===== config.mk =====
export PLATFORM = sky130hd
export DESIGN_NAME = pipe_rr_arbiter_flat
export DESIGN_NICKNAME = d
export VERILOG_FILES = /design/src/rtl/pipe_rr_arbiter_if.sv /design/src/rtl/pipe_rr_arbiter.sv /design/src/flat_wrapper.sv
export SDC_FILE = /design/constraint.sdc
export NUM_CORES = 1
export LEC_CHECK = 0
export CAP_MARGIN = 20
export CORE_MARGIN = 3
export CORE_UTILIZATION = 25
export DETAILED_ROUTE_END_ITERATION = 7
export HOLD_SLACK_MARGIN = 0.05
export MAX_ROUTING_LAYER = met4
export PLACE_DENSITY = 0.94
export SETUP_SLACK_MARGIN = 0.2
export SLEW_MARGIN = 20
export SYNTH_ARGS = -nofsm -noshare
export SYNTH_HDL_FRONTEND = slang
export SYNTH_SLANG_ARGS = --single-unit
export TNS_END_PERCENT = 10

===== constraint.sdc =====
create_clock -name CLK -period 2 [get_ports CLK]
set_input_delay 0.2 -clock CLK [delete_from_list [all_inputs] [get_ports CLK]]
set_output_delay 0.2 -clock CLK [all_outputs]
set_load 0.1 [all_outputs]

===== src/rtl/pipe_rr_arbiter_if.sv =====
// Handshake bundle between NREQ producers, the round-robin arbiter and a downstream enq port.
// master = arbiter side, slave = producer/FIFO side.
interface pipe_rr_arbiter_if #(
    parameter int NREQ  = 4,
    parameter int width = 32
);
    logic [NREQ-1:0]         req_valid;
    logic [NREQ*width-1:0]   req_data;
    logic [NREQ-1:0]         req_last;
    logic [NREQ-1:0]         req_rdy;
    logic                    enq_ena;
    logic [width-1:0]        enq_v;
    logic                    enq_rdy;
    logic [$clog2(NREQ)-1:0] grant_id;

    modport master (
        input  req_valid, req_data, req_last, enq_rdy,
        output req_rdy, enq_ena, enq_v, grant_id
    );

    modport slave (
        output req_valid, req_data, req_last, enq_rdy,
        input  req_rdy, enq_ena, enq_v, grant_id
    );
endinterface


===== src/rtl/pipe_rr_arbiter.sv =====
// Zero-latency round-robin arbiter sharing one bypass-FIFO enq port among NREQ producers.
// Optional multi-beat burst lock: define ARB_LOCK_EN.
module pipe_rr_arbiter #(
    parameter int NREQ  = 4,
    parameter int width = 32
) (
    input  logic                CLK,
    input  logic                nRST,
    pipe_rr_arbiter_if.master   bus
);
    localparam int IDW = $clog2(NREQ);

    logic [IDW-1:0] ptr_r;
    logic [IDW-1:0] winner_s;
    logic           found_s;
    logic           xfer_s;

`ifdef ARB_LOCK_EN
    typedef enum logic {IDLE = 1'b0, LOCKED = 1'b1} lock_t;
    lock_t          lock_st_r;
    logic [IDW-1:0] owner_r;
`else
    logic           unused_last_s;
    assign unused_last_s = ^bus.req_last;
`endif

    // Returns {hit, index} of the first valid requester scanning from p upward with wrap.
    function automatic logic [IDW:0] rr_pick(input logic [NREQ-1:0] v, input logic [IDW-1:0] p);
        logic           hit;
        logic [IDW-1:0] idx;
        int             i;
        hit = 1'b0;
        idx = '0;
        for (int k = 0; k < NREQ; k++) begin
            i = (int'(p) + k) % NREQ;
            if (!hit && v[i]) begin
                hit = 1'b1;
                idx = IDW'(i);
            end else begin
                hit = hit;
            end
        end
        return {hit, idx};
    endfunction

    function automatic logic [IDW-1:0] next_ptr(input logic [IDW-1:0] p);
        return (p == IDW'(NREQ - 1)) ? '0 : p + {{(IDW-1){1'b0}}, 1'b1};
    endfunction

    // Winner selection: owner only while locked, otherwise round-robin from ptr.
    always_comb begin
        found_s  = 1'b0;
        winner_s = '0;
`ifdef ARB_LOCK_EN
        if (lock_st_r == LOCKED) begin
            found_s  = bus.req_valid[owner_r];
            winner_s = bus.req_valid[owner_r] ? owner_r : '0;
        end else begin
            {found_s, winner_s} = rr_pick(bus.req_valid, ptr_r);
        end
`else
        {found_s, winner_s} = rr_pick(bus.req_valid, ptr_r);
`endif
    end

    // Handshake outputs; everything is forced to zero while reset is held.
    always_comb begin
        xfer_s       = nRST & found_s & bus.enq_rdy;
        bus.enq_ena  = xfer_s;
        bus.req_rdy  = '0;
        bus.enq_v    = '0;
        bus.grant_id = '0;
        if (xfer_s) begin
            bus.req_rdy = {{(NREQ-1){1'b0}}, 1'b1} << winner_s;
        end else begin
            bus.req_rdy = '0;
        end
        if (nRST && found_s) begin
            bus.enq_v    = bus.req_data[int'(winner_s)*width +: width];
            bus.grant_id = winner_s;
        end else begin
            bus.enq_v    = '0;
            bus.grant_id = '0;
        end
    end

    // Priority pointer and burst-lock state advance only on a completed transfer.
    always_ff @(posedge CLK) begin
        if (!nRST) begin
            ptr_r <= '0;
`ifdef ARB_LOCK_EN
            lock_st_r <= IDLE;
            owner_r   <= '0;
`endif
        end else if (xfer_s) begin
`ifdef ARB_LOCK_EN
            if (lock_st_r == LOCKED) begin
                if (bus.req_last[owner_r]) begin
                    lock_st_r <= IDLE;
                    ptr_r     <= next_ptr(owner_r);
                end else begin
                    lock_st_r <= LOCKED;
                end
            end else if (!bus.req_last[winner_s]) begin
                // First beat of a multi-beat packet: hold ptr until the last beat.
                owner_r   <= winner_s;
                lock_st_r <= LOCKED;
            end else begin
                ptr_r <= next_ptr(winner_s);
            end
`else
            ptr_r <= next_ptr(winner_s);
`endif
        end else begin
            ptr_r <= ptr_r;
        end
    end
endmodule


===== src/flat_wrapper.sv =====
// flat-port wrapper written by rule: the top's interface ports become plain ports
module pipe_rr_arbiter_flat 
#(
    parameter int NREQ  = 4,
    parameter int width = 32
)
  (CLK, nRST, bus_req_valid, bus_req_data, bus_req_last, bus_enq_rdy, bus_req_rdy, bus_enq_ena, bus_enq_v, bus_grant_id);
  pipe_rr_arbiter_if #(.NREQ(NREQ), .width(width)) bus_i ();
  input  logic CLK;
  input  logic nRST;
  input wire logic [$bits(bus_i.req_valid)-1:0] bus_req_valid;
  input wire logic [$bits(bus_i.req_data)-1:0] bus_req_data;
  input wire logic [$bits(bus_i.req_last)-1:0] bus_req_last;
  input wire logic [$bits(bus_i.enq_rdy)-1:0] bus_enq_rdy;
  output wire logic [$bits(bus_i.req_rdy)-1:0] bus_req_rdy;
  output wire logic [$bits(bus_i.enq_ena)-1:0] bus_enq_ena;
  output wire logic [$bits(bus_i.enq_v)-1:0] bus_enq_v;
  output wire logic [$bits(bus_i.grant_id)-1:0] bus_grant_id;
  assign bus_i.req_valid = bus_req_valid;
  assign bus_i.req_data = bus_req_data;
  assign bus_i.req_last = bus_req_last;
  assign bus_i.enq_rdy = bus_enq_rdy;
  assign bus_req_rdy = bus_i.req_rdy;
  assign bus_enq_ena = bus_i.enq_ena;
  assign bus_enq_v = bus_i.enq_v;
  assign bus_grant_id = bus_i.grant_id;
  pipe_rr_arbiter #(.NREQ(NREQ), .width(width)) u_core (.CLK(CLK), .nRST(nRST), .bus(bus_i));
endmodule

==> results of run 1 <==
[through the flow]
stage | setup TNS, ns | instance area, um^2 | cells
4_1_cts | -6.57 | 4510 | 403
3_5_place_dp | -9.55 | 4010 | 389
3_3_place_gp | -6.55 | 4010 | 389
2_1_floorplan | -0.857 | 1790 | 146
[timing repair]
item / in CTS
buffers inserted: 6
pin swaps: 12
gates cloned: 4
gates resized for setup: 69
endpoints found under the setup margin: 39
[cells by family after synthesis]
group	Yosys count	share of synthesized area [%]
mux	65	51.7
compound gates	39	21.0
buf+inv	20	12.3
simple gates	16	7.76
fa+ha+maj	4	3.98
flops	2	3.18
[synth_stat cells (2+ instances only)]
| cell type | n | share of area (%) |
|---|---|---|
| mux2i_1 | 65 | 52 |
| o22ai_1 | 32 | 16 |
| and3_1 | 5 | 2.5 |
| clkbuf_1 | 5 | 1.5 |
| inv_1 | 5 | 1.5 |
| ha_1 | 4 | 4.0 |
| buf_12 | 3 | 4.8 |
| nand2_1 | 3 | 0.90 |
| a21oi_1 | 2 | 0.80 |
| buf_4 | 2 | 1.2 |
| dfxtp_1 | 2 | 3.2 |
| nand2_2 | 2 | 0.99 |
| nand3_1 | 2 | 0.80 |
==> impl_metrics.csv, run 1 <==
group,metric,value,unit
status,toolErrorMsg,"[ERROR DPL-0038] Utilization greater than 100%, impossible to legalize",
die,io_pins,178,
yosys,synth_seq_area_share,3.18,%
placement,pre_cts_ws,-0.324,ns
yosys,ys_async_sr_fraction,0,%
clock_tree,root_buffer,"clkbuf_8",
yosys,synthFlopType,"dfxtp_1",
sta,worstEndpointType,"output port",
clock_tree,h-tree-depth,1,
yosys,syn_inst,146,
yosys,syn_area,0.00126,mm^2
yosys,synth-edff-count,0,
placement,hpwlAfterDp,6.75,mm
sta,grt-worst-endpoint,"bus_enq_v[10]",
die,rows,25,
die,die_h,76.9,um
status,status,"stopped before the end",
yosys,syn_nets,289,
yosys,syn_avg_cell_area,8.61,um^2
yosys,synth_cell_types,27,
global_routing,grt_max_degree,18,
die,die_x,76.9,um
clock_tree,cts_sinks,2,
status,lastStage,"global routing (5_1_grt)",
placement,gp_routability_congestion,0.755,
die,floorplan.initialDensity,26.3,%
placement,port-buffer-count,173,
clock_tree,cts_buffers,3,
clock_tree,clockBufferDepth,2,
clock_tree,ctsHoldBuffers,0,
yosys,synth_seq_cells,2,
yosys,yosysWarnings,0,
==> run 2, diff against run 1 <==
Settings changed: CORE_UTILIZATION 25 to 20, HOLD_SLACK_MARGIN 0.05 to default, MAX_ROUTING_LAYER met4 to default, PLACE_DENSITY 0.94 to default, PLACE_DENSITY_LB_ADDON from default to 0.15, SETUP_SLACK_MARGIN 0.2 to default.
==> impl_metrics.csv, run 2 <==
group,metric,value,unit
sta,fmax,0.463,GHz
global_routing,antenna_found_initial,0,
yosys,syn_avg_cell_area,8.61,um^2
finish,finalNetCount,489,
global_routing,track_usage,20.4,%
hold_path,hp-class,"reg2reg",
route,post_drt_wl_per_cell,19.3,um
sta,hold_viol,0,
yosys,yosysTopAreaCellShare,51.7,%
global_routing,grt_pass1_vias,2303,
yosys,synth_seq_area_share,3.18,%
route,wirelength,8.10,mm
yosys,syn_inst,146,
route,vias,2023,
clock_tree,cts_tree,"built",
route,topRoutingLayerUsed,"met4",
route,drc_errors,0,
run,cap_violations,0,
finish,regMostFlops,"u_core.ptr_r",
die,die_x,85.3,um
finish,layout_common_cells,"clkdlybuf4s50_1, buf_12, mux2i_4",
sta,finalSetupTns,-2.91,ns
pwr,p_int,1560,uW
sta,fin_crit,2.16,ns
clock_tree,root_buffer,"clkbuf_8",
die,coreArea,0.00599,mm^2
die,die_h,85.3,um
finish,final_cell_area,0.00493,mm^2
sta,rsz0062_at_grt,"true",
yosys,synth-edff-count,0,
placement,gp_routability_congestion,0.732,
yosys,yosysWarnings,0,
die,floorplan.initialDensity,21.0,%
setup_path,critical_path_class,"reg2out",
die,dieArea,0.00727,mm^2
clock_tree,clk_pin_slew,0.03,ns
yosys,synth_common_cells,"mux2i_1, o22ai_1, and3_1, clkbuf_1, inv_1",
yosys,synth_cell_types,27,
route,drt-met1-wl,2.60,mm
clock_tree,cts_sinks,2,
die,io_pins,178,
setup_path,critPathMaxFanout,8,
route,dr_wl_met2,4.73,mm
placement,hpwlAfterDp,5.89,mm
sta,setup_slack,-0.160,ns
clock_tree,clock_latency,0.21,ns
global_routing,grt_max_degree,12,
setup_path,cp-start-kind,"flip-flop",
sta,relSlewSlack,81.4,%
clock_tree,h-tree-depth,1,
pwr,p_total,3150,uW
yosys,syn_area,0.00126,mm^2
pwr,p_clk_share,5.0,%
route,drt-initial-drc-count,17,
pwr,power.density,638,mW/mm^2
sta,slew_viol_final,0,
finish,drive_gt1_share,51.7,%
route,dr.pass1.iters,2,
pwr,p_switching,1590,uW
sta,setup_violations,36,
pwr,p_leak,0.00170,uW
yosys,syn_nets,289,
yosys,ys_async_sr_fraction,0,%
finish,area_growth,292,%
finish,n_antenna_cell,0,
sta,fin_skew,0.00204,ns
placement,place_area,0.00403,mm^2
clock_tree,ctsHoldBuffers,0,
status,status,"complete, but fails checks",
yosys,synthFlopType,"dfxtp_1",
placement,pre_cts_ws,-0.259,ns
yosys,synth_seq_cells,2,
yosys,synth.area.top_cells,"mux2i_1, o22ai_1, buf_12",
global_routing,grt_pass1_wl,11.8,mm
status,violations,"setup timing",
die,rows,28,
finish,reg.largest.list,"u_core.ptr_r x2",
route,viasPerCell,4.83,
pwr,peakVddDrop,0.419,mV
yosys,synth.most_common_cell,"mux2i_1",
setup_path,endpoint_kind,"output port",
finish,largest_register_ffs,2,
finish,final_common_cell,"clkdlybuf4s50_1",
pwr,power.share.combinational,93.2,%
sta,period_share,108,%
sta,whs,0.515,ns
sta,worst_slew_pin_slew,0.272,ns
route,detail-route-antenna-nets,0,
setup_path,cp.arrival,1.96,ns
yosys,yosys.area.top_type,"mux2i_1",
pwr,p_seq_share,1.8,%
clock_tree,clockBufferDepth,2,
clock_tree,cts_buffers,3,
pwr,p_sw_share,50.5,%
setup_path,critPathRequiredTime,1.80,ns
global_routing,overflow,0,
placement,port-buffer-count,173,
route,wl_met3,610,um
run 2: cell counts after synthesis:
Identical to the previous run, type by type.
run 2: cells by family after synthesis:
| logic type | Yosys count | synth area share, % |
|---|---|---|
| and+or+nand+nor | 16 | 7.76 |
| buffers and inverters | 20 | 12.3 |
| AOI/OAI and AO/OA | 39 | 21.0 |
| muxes | 65 | 51.7 |
| adders and majority gates | 4 | 3.98 |
| DFF | 2 | 3.18 |
run 2: layout make-up:
class | instances | area [um^2]
clock buffers | 3 | 41.3
fillers | 352 | 1060
inverters | 6 | 28.8
multi-input cells | 124 | 2070
flip-flops and latches | 2 | 45.0
well taps | 75 | 93.8
repair buffers | 209 | 2650
run 2: timing repair:
| item | 4_1_cts | 5_1_grt |
|---|---|---|
| cloned | 5 | 2 |
| setup endpoints to repair | 39 | 37 |
| setup buffers | 7 | 3 |
| pin swaps | 6 | 9 |
| gates resized for setup | 75 | 44 |
run 2: worst paths after layout:
check	from	slack, ns	endpoint	cells after the start
worst max-delay path	u_core.ptr_r[1]	-0.16	bus_enq_v[10]	8
worst min-delay path	u_core.ptr_r[0]	0.52	u_core.ptr_r[0]	2
worst max register to register	u_core.ptr_r[1]	0.40	u_core.ptr_r[1]	8
worst min register to register	u_core.ptr_r[0]	0.52	u_core.ptr_r[0]	2
run 2: metrics by stage:
| step | instances | util, % |
|---|---|---|
| after floorplan | 146 | - |
| after global placement | 400 | 67.3 |
| after detailed placement | 400 | 67.3 |
| after CTS | 415 | 76.7 |
| after global routing | 419 | 82.3 |
| final | 419 | 82.3 |
run 2: worst max-delay path, stage by stage, from the launching register on:
cell,delay [ns]
dfxtp_4,0.36
a21oi_4,0.12
o21ai_2,0.06
o2bb2a_4,0.30
buf_4,0.18
buf_12,0.14
mux2i_4,0.28
o22ai_4,0.13
buf_12,0.18
run 2: layer usage:
layer | track usage [%] | vias up
met2 | 40.8 | 112
met1 | 21.2 | 924
met4 | 3.74 | 0
met3 | 5.05 | 8
met5 | 0 | -
li1 | - | 979
run 2: power groups by stage:
stage          clock [uW]  sequential (uW)  combinational, uW
3_5_place_dp            0             55.2               2420
6_report              156             56.9               2930
4_1_cts               164             55.0               2750
5_1_grt               166             58.4               3030
2_1_floorplan           0             53.2               1540
3_3_place_gp            0             54.6               2400
Power figures use the tool's default switching activity.
==> run 3, diff against run 2 <==
Settings changed: CORE_UTILIZATION 20 to 25.
==> impl_metrics.csv, run 3 <==
group,metric,value,unit
clock_tree,clockBufferDepth,2,
clock_tree,root_buffer,"clkbuf_8",
yosys,synth-edff-count,0,
yosys,synth_common_cells,"mux2i_1, o22ai_1, and3_1, clkbuf_1, inv_1",
clock_tree,ctsHoldBuffers,0,
clock_tree,cts_buffers,3,
clock_tree,cts_sinks,2,
global_routing,antenna_found_initial,0,
die,io_pins,178,
yosys,yosysWarnings,0,
die,rows,25,
die,die_x,76.9,um
placement,hpwlAfterDp,5.82,mm
yosys,syn_nets,289,
yosys,syn_inst,146,
sta,grt-worst-endpoint,"bus_enq_v[1]",
yosys,synth.area.top_cells,"mux2i_1, o22ai_1, buf_12",
status,toolErrorMsg,"[ERROR DPL-0033] detailed placement checks failed during check placement.",
sta,worstEndpointType,"output port",
yosys,synth_cell_types,27,
yosys,syn_avg_cell_area,8.61,um^2
yosys,synthFlopType,"dfxtp_1",
yosys,ys_async_sr_fraction,0,%
yosys,synth.most_common_cell,"mux2i_1",
yosys,synth_seq_area_share,3.18,%
yosys,synth_seq_cells,2,
placement,gp_routability_congestion,0.816,
placement,port-buffer-count,173,
yosys,yosys.area.top_type,"mux2i_1",
status,lastStage,"global routing (5_1_grt)",
status,status,"stopped before the end",
yosys,syn_area,0.00126,mm^2
die,die_h,76.9,um
global_routing,grt_max_degree,23,
die,floorplan.initialDensity,26.3,%
yosys,yosysTopAreaCellShare,51.7,%
clock_tree,h-tree-depth,1,
[run 3: kinds of logic after synthesis]
kind of cell             share of synthesized area (%)
flip-flops                                        3.18
AND/OR/NAND/NOR                                   7.76
multiplexers                                      51.7
buffers and inverters                             12.3
adder cells (fa/ha/maj)                           3.98
AO/OA/AOI/OAI                                     21.0
[run 3: what timing repair did]
item | 4_1_cts
setup buffers | 2
endpoints found under the setup margin | 37
gates resized for setup | 39
pin swaps | 4
cloned | 2
endpoints found under the hold margin | 0
[run 3: stage by stage]
step                cells  TNS, ns  hold slack, ns  worst slack (ns)  cell area, um^2
floorplan             146    -3.00           0.338            -0.174             1720
global placement      386    -6.63           0.485            -0.218             3970
detailed placement    386    -8.32           0.502            -0.275             3970
CTS                   393    -2.93           0.507            -0.135             4200
